`src/rtl/imem_pkg.sv`:
```
// Shared types and sizing for the instruction-memory loader.
package imem_pkg;

    localparam int ADDR_W         = 6;
    localparam int BYTES_PER_WORD = 4;
    localparam int IMEM_WORDS     = 64;

    typedef enum logic [1:0] {
        IDLE    = 2'd0,
        COLLECT = 2'd1,
        WRITE   = 2'd2,
        DONE    = 2'd3
    } loader_state_t;

endpackage

```
`src/rtl/word_assembler.sv`:
```
// Big-endian byte-to-word assembler: shifts accepted bytes in MSB first and
// flags the byte that completes a word.
module word_assembler #(
    parameter int BYTES_PER_WORD = imem_pkg::BYTES_PER_WORD
) (
    input  logic        clk,
    input  logic        reset_n,
    input  logic        clr_i,
    input  logic        accept_i,
    input  logic [7:0]  byte_i,
    output logic [31:0] word_next_o,
    output logic        word_full_o
);

    logic [31:0] word_q;
    logic [1:0]  byte_cnt_q;

    // Next assembled word and completion flag for the byte on the input.
    always_comb begin
        word_next_o = {word_q[23:0], byte_i};
        word_full_o = accept_i && (byte_cnt_q == 2'(BYTES_PER_WORD - 1));
    end

    // Shift register and byte counter; counter wraps naturally at each word.
    always_ff @(posedge clk or negedge reset_n) begin
        if (!reset_n) begin
            word_q     <= 32'd0;
            byte_cnt_q <= 2'd0;
        end else if (clr_i) begin
            word_q     <= 32'd0;
            byte_cnt_q <= 2'd0;
        end else if (accept_i) begin
            word_q     <= word_next_o;
            byte_cnt_q <= byte_cnt_q + 2'd1;
        end else begin
            word_q     <= word_q;
            byte_cnt_q <= byte_cnt_q;
        end
    end

endmodule

```
`src/rtl/imem_loader.sv`:
```
// Loads a byte stream into instruction memory while holding the CPU, and
// reports an XOR checksum of the words written.
module imem_loader
    import imem_pkg::*;
#(
    parameter int ADDR_W         = imem_pkg::ADDR_W,
    parameter int BYTES_PER_WORD = imem_pkg::BYTES_PER_WORD
) (
    input  logic              clk,
    input  logic              reset_n,
    input  logic              start,
    input  logic [ADDR_W:0]   word_count,
    input  logic              in_valid,
    input  logic [7:0]        in_data,
    output logic              in_ready,
    output logic              mem_we,
    output logic [ADDR_W-1:0] mem_waddr,
    output logic [31:0]       mem_wdata,
    output logic              cpu_hold,
    output logic              busy,
    output logic              done,
    output logic [31:0]       checksum
);

    localparam logic [ADDR_W:0] MAX_WORDS = {1'b1, {ADDR_W{1'b0}}};

    loader_state_t     state_q, state_d;
    logic [ADDR_W:0]   count_q, count_d, count_eff_s;
    logic [ADDR_W-1:0] addr_q, addr_d;
    logic [31:0]       checksum_q, checksum_d;
    logic              in_ready_q, mem_we_q, busy_q, done_q;
    logic [ADDR_W-1:0] mem_waddr_q;
    logic [31:0]       mem_wdata_q;
    logic              asm_clr_s, asm_accept_s, asm_full_s;
    logic [31:0]       asm_word_next_s;

    word_assembler #(.BYTES_PER_WORD(BYTES_PER_WORD)) u_asm (
        .clk         (clk),
        .reset_n     (reset_n),
        .clr_i       (asm_clr_s),
        .accept_i    (asm_accept_s),
        .byte_i      (in_data),
        .word_next_o (asm_word_next_s),
        .word_full_o (asm_full_s)
    );

    // Next-state logic for the load sequencer, counters and checksum.
    always_comb begin
        state_d      = state_q;
        count_d      = count_q;
        addr_d       = addr_q;
        checksum_d   = checksum_q;
        asm_clr_s    = 1'b0;
        asm_accept_s = 1'b0;
        count_eff_s  = (word_count > MAX_WORDS) ? MAX_WORDS : word_count;
        case (state_q)
            IDLE: begin
                if (start) begin
                    count_d    = count_eff_s;
                    addr_d     = {ADDR_W{1'b0}};
                    checksum_d = 32'd0;
                    asm_clr_s  = 1'b1;
                    state_d    = (count_eff_s == {(ADDR_W+1){1'b0}}) ? DONE : COLLECT;
                end else begin
                    state_d = IDLE;
                end
            end
            COLLECT: begin
                asm_accept_s = in_valid && in_ready_q;
                if (asm_full_s) begin
                    state_d = WRITE;
                end else begin
                    state_d = COLLECT;
                end
            end
            WRITE: begin
                checksum_d = checksum_q ^ mem_wdata_q;
                // Stop before incrementing on the last word so the address never wraps.
                if (({1'b0, addr_q} + {{ADDR_W{1'b0}}, 1'b1}) == count_q) begin
                    state_d = DONE;
                end else begin
                    addr_d  = addr_q + {{(ADDR_W-1){1'b0}}, 1'b1};
                    state_d = COLLECT;
                end
            end
            DONE: begin
                state_d = IDLE;
            end
            default: begin
                state_d = IDLE;
            end
        endcase
    end

    // State, counters and checksum registers.
    always_ff @(posedge clk or negedge reset_n) begin
        if (!reset_n) begin
            state_q    <= IDLE;
            count_q    <= {(ADDR_W+1){1'b0}};
            addr_q     <= {ADDR_W{1'b0}};
            checksum_q <= 32'd0;
        end else begin
            state_q    <= state_d;
            count_q    <= count_d;
            addr_q     <= addr_d;
            checksum_q <= checksum_d;
        end
    end

    // Outputs are registered from the next state so they line up with state_q.
    always_ff @(posedge clk or negedge reset_n) begin
        if (!reset_n) begin
            in_ready_q  <= 1'b0;
            mem_we_q    <= 1'b0;
            mem_waddr_q <= {ADDR_W{1'b0}};
            mem_wdata_q <= 32'd0;
            busy_q      <= 1'b0;
            done_q      <= 1'b0;
        end else begin
            in_ready_q  <= (state_d == COLLECT);
            mem_we_q    <= (state_d == WRITE);
            mem_waddr_q <= (state_d == WRITE) ? addr_q : {ADDR_W{1'b0}};
            mem_wdata_q <= (state_d == WRITE) ? asm_word_next_s : 32'd0;
            busy_q      <= (state_d != IDLE);
            done_q      <= (state_d == DONE);
        end
    end

    assign in_ready  = in_ready_q;
    assign mem_we    = mem_we_q;
    assign mem_waddr = mem_waddr_q;
    assign mem_wdata = mem_wdata_q;
    assign busy      = busy_q;
    assign cpu_hold  = busy_q;
    assign done      = done_q;
    assign checksum  = checksum_q;

endmodule

```
`config.mk`:
```
export PLATFORM = sky130hd
export DESIGN_NAME = imem_loader
export DESIGN_NICKNAME = d
export VERILOG_FILES = /design/src/rtl/imem_pkg.sv /design/src/rtl/word_assembler.sv /design/src/rtl/imem_loader.sv
export SDC_FILE = /design/constraint.sdc
export NUM_CORES = 1
export LEC_CHECK = 0
export ABC_AREA = 1
export BUFFER_PORTS_ARGS = -buffer_cell sky130_fd_sc_hd__buf_4
export CELL_PAD_IN_SITES_DETAIL_PLACEMENT = 0
export CELL_PAD_IN_SITES_GLOBAL_PLACEMENT = 2
export CORE_UTILIZATION = 33
export CTS_CLUSTER_DIAMETER = 40
export DETAILED_ROUTE_END_ITERATION = 6
export PLACE_DENSITY_LB_ADDON = 0.1
export SETUP_SLACK_MARGIN = 0.1
export SLEW_MARGIN = 20
export SYNTH_ARGS = -nofsm -noshare
export SYNTH_HDL_FRONTEND = slang
export SYNTH_SLANG_ARGS = --single-unit
```
`constraint.sdc`:
```
create_clock -name clk -period 2.3 [get_ports clk]
set_clock_uncertainty 0.1 [all_clocks]
set_input_delay 0.46 -clock clk [delete_from_list [all_inputs] [get_ports clk]]
set_output_delay 0.46 -clock clk [all_outputs]
set_load 0.03 [all_outputs]
```
* Yosys cells after proc, flatten, opt, wreduce, memory -nomap -nowiden
Cells that the tools add are included.
** Operators by class
- Order comparisons :: 1
- Add/subtract/negate cells :: 3
- Multiplexer cells :: 20
- Reductions and logical operators :: 10
- Equal/unequal tests :: 10
- Bitwise gates (word level) :: 1
** Operators by type and width (count)
- two-way mux 32 bit :: 2
- case mux 32 bit (2 select lines) :: 1
- two-way mux 24 bit :: 2
- XOR 32 bit :: 1
- two-way mux 6 bit :: 3
- two-way mux 2 bit :: 6
- case mux 6 bit (2 select lines) :: 1
- equality test 2 bit, second input constant :: 5
- case mux 2 bit (4 select lines) :: 1
- adder 6 x 1 -> 7 bit, second input constant :: 1
- equality test 7 bit :: 1
- > comparator 7 bit, second input constant :: 1
- zero test 7 bit :: 1
- two-way mux 7 bit :: 1
- adder 6 x 1 -> 6 bit, second input constant :: 1
- nonzero test 2 bit :: 3
- equality test 2 x 1 -> 1 bit, second input constant :: 2
- inequality test 2 bit, second input constant :: 2
- AND reduction 2 bit :: 2
- two-way mux 1 bit :: 3
- AND reduction 3 bit :: 1
- adder 2 x 1 -> 2 bit, second input constant :: 1
- logical AND 1 bit :: 2
- zero test 2 bit :: 1
** Storage, ports and cells
- Word-level logic and storage cells :: 57
- Flip-flop bits (word level) :: 115
- Output and inout bits :: 75

* Longest topological paths before layout
- Depth in word-level cells :: 8
- Depth in mapped cells :: 13

* Modules after synthesis
Synthesis repeated with hierarchy kept, for this count alone.
** Second synthesis, totals
- Cell total of the unflattened synthesis :: 518
- Area total of the unflattened synthesis :: 5089.9 sq um
** By module, submodules not included
- imem_loader :: area an instance 3824.9 sq um, times used 1, cells an instance 393, seq. area each 2227.1 sq um
- word_assembler :: area an instance 1265.0 sq um, times used 1, cells an instance 125, seq. area each 650.6 sq um

* Least setup slack after synthesis
OpenSTA, ideal clock, no wires.
- Path type :: reg-to-reg
- Start :: register addr_q[0]
- End :: register addr_q[1]
- Setup time :: 0.118 ns
- Buffers on the path :: 0
- Data required time :: 2.082 ns
- Data arrival time :: 1.504 ns
- Period minus slack after synthesis :: 1.722 ns
- Setup slack :: 0.578 ns
- Stages on the path, launching flop included :: 11
- Cell sequence :: dfrtp_1 ha_1 xor2_1 nor2_2 nand3_2 nor2_4 nand2_4 nand2_4 inv_2 nand2_1 nand2_1
** On the way
- Cells in the longest elaborated chain, start to end :: 4
- Elaborated cells on any way between the ends :: 7
- Classes of those cells :: add/sub: 2; eq/ne: 2; mux: 2; reduce/logical: 1
** Ends and longest elaborated chain
- start, declared :: line imem_loader.sv:29 : logic [ADDR_W-1:0] addr_q, addr_d;
- start signal, assigned :: line imem_loader.sv:100 : addr_q <= {ADDR_W{1'b0}};
- start signal, assigned :: line imem_loader.sv:105 : addr_q <= addr_d;
- adder 6 x 1 -> 7 bit :: line imem_loader.sv:79 : if (({1'b0, addr_q} + {{ADDR_W{1'b0}}, 1'b1}) == count_q) begin
- equality test 7 bit :: line imem_loader.sv:79
- inequality test 2 bit (no line)
- AND reduction 3 bit (no line)
Several ways; a longest one is shown, not always the timed one. The select of a mux whose other input is x is not followed.
A chain may end at the register's enable or synchronous reset.

* Worst setup path after layout
Ends and elaborated chain as after synthesis.

==> results.toml <==
[global_route]
antenna_found_initial = 0
grt_pass1_wl_um = 18200
grt_pass1_vias = 3523
grt_max_degree = 49
grt_usage_pct = 16.60
grt-ovfl-total = 0

[clock_tree]
numCtsBuffers = 17
cts_tree = "yes"
clk-insertion-delay-late_ns = 0.40
cts-root-buf = "clkbuf_16"
cts_sinks = 115
ctsHoldBuffers = 1
cts.htree.levels = 4
cts.repair.resized = 0
cts.path.max_buffers = 2
cts_setup_buffers = 0
clk_pin_slew_worst_paths_ns = 0.05

[floorplan]
die_area_um2 = 14370
initial_core_util_pct = 34.22
rows = 42
die-width_um = 119.9
num_io_pins = 94
coreArea_um2 = 13400
die_h_um = 119.9

[synthesis]
synth_ff_type = "dfrtp_1"
syn_area_per_cell_um2 = 9.674
synth.most_common_cell = "dfrtp_1"
synth_area_leaders = "dfrtp_1, inv_1, nor2_1"
synth_common_cells = "dfrtp_1, inv_1, nor2_1"
yosys.area.top_type = "dfrtp_1"
async_flop_share_pct = 100.0
synth_nets = 495
ys_seq_area_share_pct = 62.76
ys_warn_count = 0
ys_types = 28
synth_top_area_share_pct = 62.76
netlist_instances = 474
synth-seq-cells = 115
synth-edff-count = 0
syn_area_um2 = 4586

[detailed_routing]
wl_per_cell_um = 14.02
vias = 3434
ant_nets = 0
drt_first_pass_iters = 4
drc = 0
vias_per_cell = 4.489
drt_iter0_drc = 155
drt_wl_total_um = 10730

[timing]
fmax_mhz = 531.4
worst_slew_pin_slew_ns = 0.4467
rsz0062_at_grt = "false"
slew_violations = 0
setup_viol = 0
layout_setup_ws_ns = 0.4183
finalCritPeriodShare_pct = 81.81
slew_headroom_pct = 70.12
tns_ns = 0
post-route-min-period_ns = 1.882
finalHoldViolCount = 0

[critical_path]
path_max_fanout = 7
worst_ep_arrival_time_ns = 2.07
startpoint_type = "flip-flop"
critical_path_class = "flip-flop to flip-flop"
critPathRequiredTime_ns = 2.49
end_kind = "flip-flop"
rrSetupSlack_ns = 0.42
regToRegEndpoint = "addr_q[1]"
reg2regPathDepth = 11
reg2reg_from = "addr_q[0]"
endpoint = "addr_q[1]"
startpoint = "addr_q[0]"

[place]
place_area_um2 = 5502
port_buffers = 93
pre_cts_slack_ns = 0.4139
place_congestion = 0.7841
dpl.hpwl_um = 7396

[pwr]
irDropWorstVdd_mv = 0.4618
powerDensity_nw_per_um2 = 1031
leakage_uw = 0.003054

[final_layout]
diodes = 0
nets = 600
areaGrowthSynthToFinish_pct = 32.80
post_route_cells_drive_above_1_share_pct = 26.49
final_cell_area_um2 = 6090
area.sequential_um2 = 2878
fillers = 1316
multi_input_area_um2 = 1305

[run_status]
status = "completed"

[run]
max-cap-violations = 0

[min_path]
hp-class = "input port to flip-flop"
## state kept, by name (all words and copies together), names as in the netlist
| name | count |
|---|---|
| state_q | 2 |
| u_asm.word_q | 24 |
| in_ready | 1 |
| u_asm.byte_cnt_q | 2 |
| mem_waddr | 6 |
| checksum | 32 |
| mem_we | 1 |
| count_q | 7 |
| busy | 1 |
| addr_q | 6 |
| done | 1 |
| mem_wdata | 32 |
## stage by stage
| stage | hold slack [ns] | power (µW) | std cells | util, % |
|---|---|---|---|---|
| 2_1_floorplan | 0.06441 | 3359 | 474 | - |
| 3_3_place_gp | 0.3002 | 3760 | 735 | 41.06 |
| 3_5_place_dp | 0.3010 | 3766 | 735 | 41.06 |
| 4_1_cts | 0.1563 | 6368 | 765 | 45.44 |
| 5_1_grt | 0.1930 | 6649 | 765 | 45.44 |
| 6_report | 0.1843 | 6279 | 765 | 45.44 |
## area by class of cell
class                      count  share of cell area (%)
tap                          176                   3.616
multi-input combinational    257                   21.43
clock buffer                  25                   8.301
inverter                      85                   5.260
sequential                   115                   47.26
clock inverter                 4                   1.192
timing repair buffer         103                   12.94
## report_power, final
group | leakage, µW | switching (µW) | total, µW | internal [µW]
logic | 0.00121 | 832 | 1240 | 406
clock network | 0.000281 | 842 | 2560 | 1720
registers | 0.00156 | 134 | 2480 | 2350
total | 0.00305 | 1810 | 6280 | 4470
## worst min-delay path by stage
| stage | start | end | slack, ns | cells past startpoint |
|---|---|---|---|---|
| 3_3_place_gp | reset_n | checksum[2] | 0.30 | 1 |
| 6_report | word_count[3] | count_q[3] | 0.18 | 3 |
| 5_1_grt | word_count[2] | count_q[2] | 0.19 | 3 |
| 4_1_cts | word_count[3] | count_q[3] | 0.16 | 3 |
| 2_1_floorplan | reset_n | addr_q[0] | 0.06 | 0 |
| 3_5_place_dp | reset_n | checksum[2] | 0.30 | 1 |
## placed cells by master (no fill, tap or decap), drive strengths merged
cell and instances:
dfrtp 115, buf 102, inv 84, nor2 80
nand2 40, o21ai 39, a21oi 31, nand3 26
clkbuf 25, o22ai 23, nand4 5, or2 3
a32o 3, clkinv 2, ha 2, bufinv 2
o21bai 1, xnor2 1, xor2 1, nor4 1
a22o 1, clkinvlp 1, dlygate4sd3 1
## critical path, stage by stage, from the launching register on
cell and delay [ns]:
dfrtp_1 0.45, ha_1 0.27, nand2_2 0.09, inv_2 0.05, o21ai_0 0.20, nand3_2 0.13, nor2_4 0.14, nand2_4 0.08
nand2_4 0.10, inv_2 0.06, nand2_1 0.05, nand2_1 0.05
## kinds of logic (layout without fill, tap and decap cells)
logic type | count (synthesis) | in the layout | share of synthesized area, %
and+or+nand+nor | 155 | 155 | 15.69
xor gates and xnor gates | 2 | 2 | 0.3821
AOI/OAI and AO/OA | 98 | 98 | 11.79
DFF | 115 | 115 | 62.76
adders and majority gates | 2 | 2 | 0.5456
buffers and inverters | 102 | 217 | 8.840
## routing by layer
metal	global-route usage, %	up-vias	wire length [µm]
met4	6.797	0	157
met3	4.230	13	340
met5	0	-	0
li1	-	1728	-
met2	25.47	63	5052
met1	22.35	1630	5175
Note: power is estimated with default switching activity, not from simulation.
